<file path="config.mk">
export PLATFORM = sky130hd
export DESIGN_NAME = uart_rx_tx
export DESIGN_NICKNAME = d
export VERILOG_FILES = /design/src/rtl/uart_rx_tx.sv
export SDC_FILE = /design/constraint.sdc
export NUM_CORES = 1
export LEC_CHECK = 0
export ABC_AREA = 1
export BUFFER_PORTS_ARGS = -buffer_cell sky130_fd_sc_hd__buf_2
export CELL_PAD_IN_SITES_DETAIL_PLACEMENT = 1
export CELL_PAD_IN_SITES_GLOBAL_PLACEMENT = 1
export CORE_ASPECT_RATIO = 1.75
export CORE_UTILIZATION = 40
export DETAILED_ROUTE_END_ITERATION = 10
export GPL_TIMING_DRIVEN = 0
export MAX_ROUTING_LAYER = met4
export PLACE_DENSITY = 0.8
export SLEW_MARGIN = 10
export SYNTH_ARGS = -nofsm -noshare
export SYNTH_HDL_FRONTEND = slang
export SYNTH_SLANG_ARGS = --single-unit
</file>
<file path="constraint.sdc">
create_clock -name clk_int -period 2.3 [get_ports clk_int]
set_input_delay 0.115 -clock clk_int [delete_from_list [all_inputs] [get_ports clk_int]]
set_output_delay 0.115 -clock clk_int [all_outputs]
set_load 0.02 [all_outputs]
</file>
<file path="src/rtl/uart_rx_tx.sv">
// Full-duplex 8N1 UART: independent transmitter and receiver on one clock,
// with a runtime-selectable baud rate. Each direction latches its baud
// select at the start of its own frame, so a mid-frame change only affects
// the next frame.
//
// Handshake: uart_tx_ready=1 means the transmitter is idle. A frame is
// accepted on any rising edge where uart_tx_ready=1 and uart_tx_start=1;
// the byte is captured on that edge. uart_rx_valid is a one-clock pulse
// coinciding with the update of uart_received_data.
module uart_rx_tx #(
    parameter int CLOCK_FREQ = 10_000_000
) (
    input  logic       clk_int,
    input  logic       uart_reset,
    input  logic [7:0] uart_transmit_data,
    input  logic       uart_rx_d_in,
    input  logic       uart_tx_start,
    output logic       uart_tx_d_out,
    input  logic [1:0] freq_control,
    output logic [7:0] uart_received_data,
    output logic       uart_rx_valid,
    output logic       uart_tx_ready
);

    // Clocks per bit for each baud code (integer truncation).
    localparam logic [15:0] DIV_0 = 16'(CLOCK_FREQ / 1_500_000);
    localparam logic [15:0] DIV_1 = 16'(CLOCK_FREQ / 921_600);
    localparam logic [15:0] DIV_2 = 16'(CLOCK_FREQ / 115_200);
    localparam logic [15:0] DIV_3 = 16'(CLOCK_FREQ / 9_600);

    typedef enum logic [1:0] {
        TX_IDLE,
        TX_START,
        TX_DATA,
        TX_STOP
    } tx_state_t;

    typedef enum logic [2:0] {
        RX_IDLE,
        RX_START,
        RX_DATA,
        RX_STOP,
        RX_WAIT_HIGH
    } rx_state_t;

    logic [15:0] div_sel_d;

    tx_state_t   tx_state_q;
    logic [15:0] tx_cnt_q;
    logic [15:0] tx_div_q;
    logic [2:0]  tx_bit_q;
    logic [7:0]  tx_shift_q;
    logic        tx_line_q;
    logic        tx_ready_q;

    rx_state_t   rx_state_q;
    logic [15:0] rx_cnt_q;
    logic [15:0] rx_div_q;
    logic [2:0]  rx_bit_q;
    logic [7:0]  rx_shift_q;
    logic [7:0]  rx_data_q;
    logic        rx_valid_q;
    logic        rx_s1_q;
    logic        rx_s2_q;
    logic        rx_s3_q;

    assign uart_tx_d_out      = tx_line_q;
    assign uart_tx_ready      = tx_ready_q;
    assign uart_received_data = rx_data_q;
    assign uart_rx_valid      = rx_valid_q;

    // Map the baud select code to a bit divisor.
    always_comb begin
        div_sel_d = DIV_3;
        case (freq_control)
            2'b00:   div_sel_d = DIV_0;
            2'b01:   div_sel_d = DIV_1;
            2'b10:   div_sel_d = DIV_2;
            default: div_sel_d = DIV_3;
        endcase
    end

    // Transmit FSM: start bit, 8 data bits LSB first, stop bit, DIV clocks each.
    always_ff @(posedge clk_int) begin
        if (uart_reset) begin
            tx_state_q <= TX_IDLE;
            tx_cnt_q   <= '0;
            tx_div_q   <= DIV_0;
            tx_bit_q   <= '0;
            tx_shift_q <= '0;
            tx_line_q  <= 1'b1;
            tx_ready_q <= 1'b1;
        end else begin
            case (tx_state_q)
                TX_IDLE: begin
                    if (uart_tx_start) begin
                        tx_shift_q <= uart_transmit_data;
                        tx_div_q   <= div_sel_d;
                        tx_cnt_q   <= '0;
                        tx_line_q  <= 1'b0;
                        tx_ready_q <= 1'b0;
                        tx_state_q <= TX_START;
                    end
                end
                TX_START: begin
                    if (tx_cnt_q == tx_div_q - 16'd1) begin
                        tx_cnt_q   <= '0;
                        tx_bit_q   <= '0;
                        tx_line_q  <= tx_shift_q[0];
                        tx_shift_q <= {1'b0, tx_shift_q[7:1]};
                        tx_state_q <= TX_DATA;
                    end else begin
                        tx_cnt_q <= tx_cnt_q + 16'd1;
                    end
                end
                TX_DATA: begin
                    if (tx_cnt_q == tx_div_q - 16'd1) begin
                        tx_cnt_q <= '0;
                        if (tx_bit_q == 3'd7) begin
                            tx_line_q  <= 1'b1;
                            tx_state_q <= TX_STOP;
                        end else begin
                            tx_bit_q   <= tx_bit_q + 3'd1;
                            tx_line_q  <= tx_shift_q[0];
                            tx_shift_q <= {1'b0, tx_shift_q[7:1]};
                        end
                    end else begin
                        tx_cnt_q <= tx_cnt_q + 16'd1;
                    end
                end
                TX_STOP: begin
                    if (tx_cnt_q == tx_div_q - 16'd1) begin
                        tx_cnt_q   <= '0;
                        tx_ready_q <= 1'b1;
                        tx_state_q <= TX_IDLE;
                    end else begin
                        tx_cnt_q <= tx_cnt_q + 16'd1;
                    end
                end
                default: tx_state_q <= TX_IDLE;
            endcase
        end
    end

    // Receive FSM behind a 2-flop synchronizer. The start bit is re-checked
    // two clocks before DIV/2 because the synchronizer and edge detector
    // already add that much delay; data and stop bits follow every DIV clocks.
    always_ff @(posedge clk_int) begin
        if (uart_reset) begin
            rx_s1_q    <= 1'b1;
            rx_s2_q    <= 1'b1;
            rx_s3_q    <= 1'b1;
            rx_state_q <= RX_IDLE;
            rx_cnt_q   <= '0;
            rx_div_q   <= DIV_0;
            rx_bit_q   <= '0;
            rx_shift_q <= '0;
            rx_data_q  <= 8'h00;
            rx_valid_q <= 1'b0;
        end else begin
            rx_s1_q    <= uart_rx_d_in;
            rx_s2_q    <= rx_s1_q;
            rx_s3_q    <= rx_s2_q;
            rx_valid_q <= 1'b0;
            case (rx_state_q)
                RX_IDLE: begin
                    if (rx_s3_q && !rx_s2_q) begin
                        rx_cnt_q   <= '0;
                        rx_div_q   <= div_sel_d;
                        rx_state_q <= RX_START;
                    end
                end
                RX_START: begin
                    if (rx_cnt_q == (rx_div_q >> 1) - 16'd2) begin
                        rx_cnt_q <= '0;
                        rx_bit_q <= '0;
                        if (rx_s2_q) begin
                            rx_state_q <= RX_IDLE;
                        end else begin
                            rx_state_q <= RX_DATA;
                        end
                    end else begin
                        rx_cnt_q <= rx_cnt_q + 16'd1;
                    end
                end
                RX_DATA: begin
                    if (rx_cnt_q == rx_div_q - 16'd1) begin
                        rx_cnt_q   <= '0;
                        rx_shift_q <= {rx_s2_q, rx_shift_q[7:1]};
                        if (rx_bit_q == 3'd7) begin
                            rx_state_q <= RX_STOP;
                        end else begin
                            rx_bit_q <= rx_bit_q + 3'd1;
                        end
                    end else begin
                        rx_cnt_q <= rx_cnt_q + 16'd1;
                    end
                end
                RX_STOP: begin
                    if (rx_cnt_q == rx_div_q - 16'd1) begin
                        rx_cnt_q <= '0;
                        if (rx_s2_q) begin
                            rx_data_q  <= rx_shift_q;
                            rx_valid_q <= 1'b1;
                            rx_state_q <= RX_IDLE;
                        end else begin
                            rx_state_q <= RX_WAIT_HIGH;
                        end
                    end else begin
                        rx_cnt_q <= rx_cnt_q + 16'd1;
                    end
                end
                RX_WAIT_HIGH: begin
                    if (rx_s2_q) begin
                        rx_state_q <= RX_IDLE;
                    end
                end
                default: rx_state_q <= RX_IDLE;
            endcase
        end
    end

endmodule

</file>
==> summary.txt, run 1 <==
Status: finished with violations
Failing checks: setup timing
Worst Path Max Fanout: 4
Post-synthesis sequential area ratio: 31.51%
Post-route ant nets: 0
Synth warnings: 0
Endpoints failing setup: 32
Minimum clock period: 2.411 ns
Flop and latch count out of synthesis: 85
Crit. path cell count: 17
Clock Skews: 0.01391 ns
First-pass GRT wire length: 28200 um
Fin cells: 1111
Share of the synthesized area in the top cell type: 31.51%
Num CTS Buffers: 9
Share of cells above drive strength 1: 22.02%
Clk slew on worst S/H paths: 0.07 ns
Clock Latency Late Sink: 0.35 ns
Commonest cells post-synth: nand2_1, inv_1, nor2_1
RSZ-0062 raised after global routing: yes
Slew of the pin with the lowest slew margin: 0.8349 ns
Nets: 966
Met1 Track Usage GR: 23.49%
Most frequent cell after synthesis: nand2_1
Met3 usage: 3.216%
Root buffer cell: clkbuf_16
Max-Cap Viols: 0
Fin. max-slew vios: 0
Worst path top cell family by delay: simple AND/OR/NAND/NOR gates
RePlAce Congestion: 0.8559
Post-DP HPWL: 12800 um
Crit path capture: rx_cnt_q[10]$_SDFFE_PP0P_
I/O pin cnt: 25
Worst setup SP type: flop
Worst path slowest cell: dfxtp_4
Layout area overhead: 27.18%
Clock Path Buffers: 2
Final hold violation count: 0
WS Path Type: flop to flop
FF-to-FF setup slack: -0.11 ns
Top cell type by total area after synthesis: dfxtp_1
Total grt overflow: 0
Avg Cell Area, Syn: 6.221 um^2
WP data arrival: 2.65 ns
Post-DR wirelength/cell: 17.39 um
Drt via density: 5.402
Starting density of the core: 41.30%
Drt first-iter violations: 200
Largest cells by area after synthesis: dfxtp_1, nand2_1, inv_1, nand3_1, nor2_1
EDFF count, synth: 0
Placed insts: 1063
GR peak layer: met2
Distinct cells, synth: 34
Initial antenna violation count: 0
Number of global-route vias before repair: 6010
IO buf count: 24
Core region area: 0.01308 mm^2
Endpoint type of the worst setup path: flop
Async set-or-reset flop fraction in the synthesized netlist: 0%
Leakage: 0.003173 uW
Crit path buffers/inverters: 4
Most frequent CP cell: ha_4
Total number of vias: 6002
Critical path required time: 2.54 ns
Tcrit/Tclk final: 104.8%
CP startpoint: rx_div_q[2]$_SDFFE_PP1P_
Post-synthesis net count: 899
Mapped Area: 0.005400 mm^2
WL final: 19330 um
Met2 usage: 52.75%
Die W: 89.83 um
Pwr Density: 964.1 mW/mm^2
Die Footprint: 0.01399 mm^2
Final core utilization: 52.53%
CTS tree: built
Reg2reg end: rx_cnt_q[10]$_SDFFE_PP0P_
Crit path cell chain: inv_6 -> ha_4 -> ha_4 -> ha_4 -> xor2_1 -> nand3_1 -> nor2_1 -> nand2_1 -> nor2_4 -> nand2_2 -> nand2_4 -> nand3_4 -> nand2_4 -> buf_6 -> buf_4 -> buf_4 -> nor2_1
FF-to-FF Start: rx_div_q[2]$_SDFFE_PP1P_
Pin count of the biggest net entering global routing: 16
Max VDD drop: 0.0008722 V
Class of the worst hold path: input pin to flop
Hold path cells: 2
Final setup margin: -0.1114 ns
Slowest stage delay, CP: 0.38 ns
Row count: 55
Clock Sinks: 85
Syn Inst Count: 868
Worst R2R Path Depth: 17
Commonest register cell after synthesis: dfxtp_1
Drt pass-1 iters: 4
GRT Util Overall: 26.34%
H-tree levels: 3
Slew margin rel.: 43.91%
Die height: 155.7 um
DRC viols: 0
Inserted Diodes: 0
Maximum clock frequency: 414.7 MHz
-- metal layers --
| layer | vias to the layer above | routed length, um |
|---|---|---|
| li1 | 2887 | - |
| met4 | 0 | 957 |
| met2 | 106 | 11070 |
| met5 | - | 0 |
| met3 | 65 | 356 |
| met1 | 2944 | 6941 |
-- layout by cell type (no fill, tap or decap), drive strengths merged --
master       instances
nand2              265
inv                145
nor2                98
dfxtp               85
nand3               83
buf                 60
a21oi               46
o21ai               38
nand4               27
clkbuf              21
ha                  17
xor2                14
nor3                11
o22ai                8
o211ai               4
a211oi               4
or2                  3
xnor2                2
bufinv               2
clkinvlp             2
clkinv               2
o2111ai              1
nand3b               1
dlygate4sd3          1
-- flip-flops by register name (all words and copies together) (netlist names) --
signal	count
rx_bit_q	3
rx_cnt_q	16
rx_div_q	6
rx_s1_q	1
rx_s2_q	1
rx_s3_q	1
rx_shift_q	8
rx_state_q	3
tx_bit_q	3
tx_cnt_q	16
tx_div_q	6
tx_shift_q	8
tx_state_q	2
uart_received_data	8
uart_rx_valid	1
uart_tx_d_out	1
uart_tx_ready	1
-- metrics by stage --
step | cell area [um^2] | TNS, ns | setup WS, ns | hold WS (ns) | total power (uW)
3_3_place_gp | 5739 | -16.16 | -0.4513 | 0.3244 | 4277
3_5_place_dp | 5739 | -19.73 | -0.5336 | 0.3263 | 4343
6_report | 6868 | -1.876 | -0.1114 | 0.07817 | 6621
2_1_floorplan | 5405 | 0 | 0.03699 | 0.2188 | 3677
5_1_grt | 6868 | -6.859 | -0.2352 | 0.1172 | 7011
4_1_cts | 6410 | -0.5225 | -0.04871 | 0.06320 | 6197
-- logic make-up after synthesis --
logic type	Yosys count	share of synthesized area [%]
and+or+nand+nor	487	40.01
AOI/OAI and AO/OA	101	10.13
adders and majority gates	17	3.939
DFF	85	31.51
buffers and inverters	162	11.82
xor gates and xnor gates	16	2.595
-- worst reg2reg max path, stage by stage, from the launching register on --
cell	delay, ns
dfxtp_4	0.38
inv_6	0.04
ha_4	0.16
ha_4	0.19
ha_4	0.26
xor2_1	0.15
nand3_1	0.10
nor2_1	0.11
nand2_1	0.10
nor2_4	0.12
nand2_2	0.08
nand2_4	0.10
nand3_4	0.10
nand2_4	0.10
buf_6	0.11
buf_4	0.10
buf_4	0.10
nor2_1	0.03
-- report_power, final --
group / switching, uW / internal [uW]
registers: 175 / 1670
clock network: 658 / 964
logic: 2070 / 1080
-- worst min-delay path by stage --
stage / slack (ns) / from / endpoint
after floorplan: 0.22 / uart_rx_d_in / rx_s1_q$_SDFF_PP1_
after global placement: 0.32 / uart_rx_d_in / rx_s1_q$_SDFF_PP1_
after detailed placement: 0.33 / uart_rx_d_in / rx_s1_q$_SDFF_PP1_
after CTS: 0.06 / freq_control[0] / tx_div_q[2]$_SDFFE_PP1P_
after global routing: 0.12 / freq_control[0] / rx_div_q[2]$_SDFFE_PP1P_
final: 0.08 / freq_control[0] / rx_div_q[2]$_SDFFE_PP1P_
-- final cells by class --
cell class / instances / area (um^2)
Buffer: 16 / 101.3
Clock buffer: 10 / 229.0
Clock inverter: 6 / 95.09
Fill cell: 1766 / 6207
Inverter: 145 / 569.3
Multi-Input combinational cell: 622 / 3523
Sequential cell: 85 / 1715
Tap cell: 171 / 214.0
Timing Repair Buffer: 56 / 420.4
-- timing repair --
item	CTS	global route
endpoints found under the hold margin	1	0
pin swaps	13	27
resized for setup	56	104
setup buffers	15	13
setup endpoints to repair	61	65
cloned	2	2
hold buffers	1	0
Note: power is estimated with default switching activity, not from simulation.
==> inputs of run 2 (changes only) <==
==> constraint.sdc (replaced) <==
create_clock -name clk_int -period 2.3 [get_ports clk_int]
set_input_delay 0.345 -clock clk_int [delete_from_list [all_inputs] [get_ports clk_int]]
set_output_delay 0.345 -clock clk_int [all_outputs]
set_load 0.02 [all_outputs]
==> summary.txt, run 2 (synthesis results as in run 1) <==
RSZ-0062 raised after global routing: yes (unchanged)
Worst path slowest cell: dfxtp_4 (unchanged)
Slew of the pin with the lowest slew margin: 0.8332 ns (was 0.8349 ns)
Worst Path Max Fanout: 4 (unchanged)
Hold path cells: 2 (unchanged)
Hold Path End: rx_s1_q$_SDFF_PP1_ (was rx_div_q[2]$_SDFFE_PP1P_)
Share of cells above drive strength 1: 22.04% (was 22.02%)
Die W: 89.83 um (unchanged)
Maximum clock frequency: 415.0 MHz (was 414.7 MHz)
Final setup margin: -0.1094 ns (was -0.1114 ns)
Drt pass-1 iters: 4 (unchanged)
Clock Path Buffers: 2 (unchanged)
Failing checks: setup timing (unchanged)
CTS tree: built (unchanged)
Worst path top cell family by delay: simple AND/OR/NAND/NOR gates (unchanged)
Tcrit/Tclk final: 104.8% (about the same)
Worst setup SP type: flop (unchanged)
Worst R2R Path Depth: 17 (unchanged)
Biggest regs: rx_cnt_q: 16 flops, tx_cnt_q: 16 flops (unchanged)
First-pass GRT wire length: 28190 um (was 28200 um)
IO buf count: 24 (unchanged)
Starting density of the core: 41.30% (unchanged)
Initial antenna violation count: 0 (unchanged)
Number of global-route vias before repair: 6004 (was 6010)
Clk slew on worst S/H paths: 0.07 ns (about the same)
Root buffer cell: clkbuf_16 (unchanged)
Commonest non-fill, non-tap cell in the layout: nand2_1 (unchanged)
Pin count of the biggest net entering global routing: 16 (unchanged)
Slowest stage delay, CP: 0.37 ns (was 0.38 ns)
Endpoint type of the worst setup path: flop (unchanged)
Drt first-iter violations: 222 (was 200)
Total power: 6619 uW (was 6621 uW)
RePlAce Congestion: 0.8559 (unchanged)
Layout area overhead: 26.99% (was 27.18%)
Max VDD drop: 0.0008665 V (was 0.0008722 V)
Clock Sinks: 85 (unchanged)
Pwr Density: 965.1 mW/mm^2 (was 964.1 mW/mm^2)
FF-to-FF setup slack: -0.11 ns (about the same)
H-tree levels: 3 (unchanged)
Nets: 965 (was 966)
WL final: 19330 um (about the same)
WP data arrival: 2.65 ns (about the same)
Total number of vias: 6029 (was 6002)
Max-Cap Viols: 0 (unchanged)
FF-to-FF Start: rx_div_q[2]$_SDFFE_PP1P_ (unchanged)
Clock Latency Late Sink: 0.35 ns (about the same)
Total grt overflow: 0 (unchanged)
Die height: 155.7 um (unchanged)
Final hold violation count: 0 (unchanged)
Die Footprint: 0.01399 mm^2 (unchanged)
Minimum clock period: 2.409 ns (was 2.411 ns)
Final core utilization: 52.45% (was 52.53%)
Clock Skews: 0.01404 ns (was 0.01391 ns)
Fin. max-slew vios: 0 (unchanged)
Post-DR wirelength/cell: 17.41 um (was 17.39 um)
Critical path required time: 2.54 ns (about the same)
Num CTS Buffers: 9 (unchanged)
Core region area: 0.01308 mm^2 (unchanged)
Slew margin rel.: 44.03% (was 43.91%)
Most frequent CP cell: ha_4 (unchanged)
Crit. path cell count: 17 (unchanged)
Crit path cell chain: inv_6 -> ha_4 -> ha_4 -> ha_4 -> xor2_1 -> nand3_1 -> nor2_1 -> nand2_1 -> nor2_4 -> nand2_2 -> nand2_4 -> nand3_4 -> nand2_4 -> buf_6 -> buf_4 -> buf_4 -> nor2_1 (unchanged)
Drt via density: 5.432 (was 5.402)
Reg2reg end: rx_cnt_q[10]$_SDFFE_PP0P_ (unchanged)
Class of the worst hold path: input pin to flop (unchanged)
Most frequent cells in the layout: nand2_1, inv_1, dfxtp_1 (unchanged)
I/O pin cnt: 25 (unchanged)
DRC viols: 0 (unchanged)
CP startpoint: rx_div_q[2]$_SDFFE_PP1P_ (unchanged)
GRT Util Overall: 26.33% (was 26.34%)
Leakage: 0.003169 uW (was 0.003173 uW)
Post-route ant nets: 0 (unchanged)
Status: finished with violations (unchanged)
Inserted Diodes: 0 (unchanged)
Post-DP HPWL: 12800 um (unchanged)
Crit path buffers/inverters: 4 (unchanged)
Endpoints failing setup: 32 (unchanged)
Worst Hold Launch: uart_rx_d_in (was freq_control[0])
WS Path Type: flop to flop (unchanged)
Row count: 55 (unchanged)
[run 2: changes by cell type in the layout (fill, tap and decap cells not counted), sizes merged]
| cell | change |
|---|---|
| dlygate4sd3 | -1 |
[run 2: per-layer routing]
metal	up-vias	wire, um	track usage (%)
li1	2882	-	-
met1	2967	6954	23.49
met2	115	11030	52.71
met3	65	387	3.216
met4	0	962	14.52
met5	-	0	-
[run 2: per-stage QoR]
step                      hold slack, ns  setup WS (ns)  area (um^2)  TNS, ns  cells
final                             0.2266        -0.1094         6858   -1.762   1110
after global routing              0.2238        -0.2352         6858   -6.859   1110
after CTS                         0.2227       -0.04871         6400  -0.5225   1096
after detailed placement          0.3986        -0.5336         5739   -19.73   1063
after global placement            0.3944        -0.4513         5739   -16.16   1063
after floorplan                   0.3895        0.03699         5405        0    868
[run 2: cell type report]
type	count	area, um^2
Sequential cell	85	1715
Timing Repair Buffer	55	410.4
Inverter	145	569.3
Clock buffer	10	229.0
Buffer	16	101.3
Multi-Input combinational cell	622	3523
Tap cell	171	214.0
Fill cell	1767	6217
Clock inverter	6	95.09
[run 2: timing repair]
item / in CTS / in global routing
hold buffers: 0 / 0
gates cloned: 2 / 2
resized for setup: 56 / 104
endpoints found under the setup margin: 61 / 65
buffers inserted: 15 / 13
pin swaps: 13 / 27
[run 2: report_power, final]
group	internal, uW	switching, uW	leakage (uW)
combinational	1080	2070	0.00233
clock	964	655	0.000151
sequential	1670	175	0.000692
total	3710	2900	0.00317
[run 2: worst max-delay path by stage]
stage | end | slack, ns
2_1_floorplan | rx_cnt_q[5]$_SDFFE_PP0P_ | 0.04
4_1_cts | rx_cnt_q[5]$_SDFFE_PP0P_ | -0.05
3_5_place_dp | rx_cnt_q[3]$_SDFFE_PP0P_ | -0.53
3_3_place_gp | rx_cnt_q[3]$_SDFFE_PP0P_ | -0.45
6_report | rx_cnt_q[10]$_SDFFE_PP0P_ | -0.11
5_1_grt | uart_received_data[5]$_SDFFE_PP0P_ | -0.24
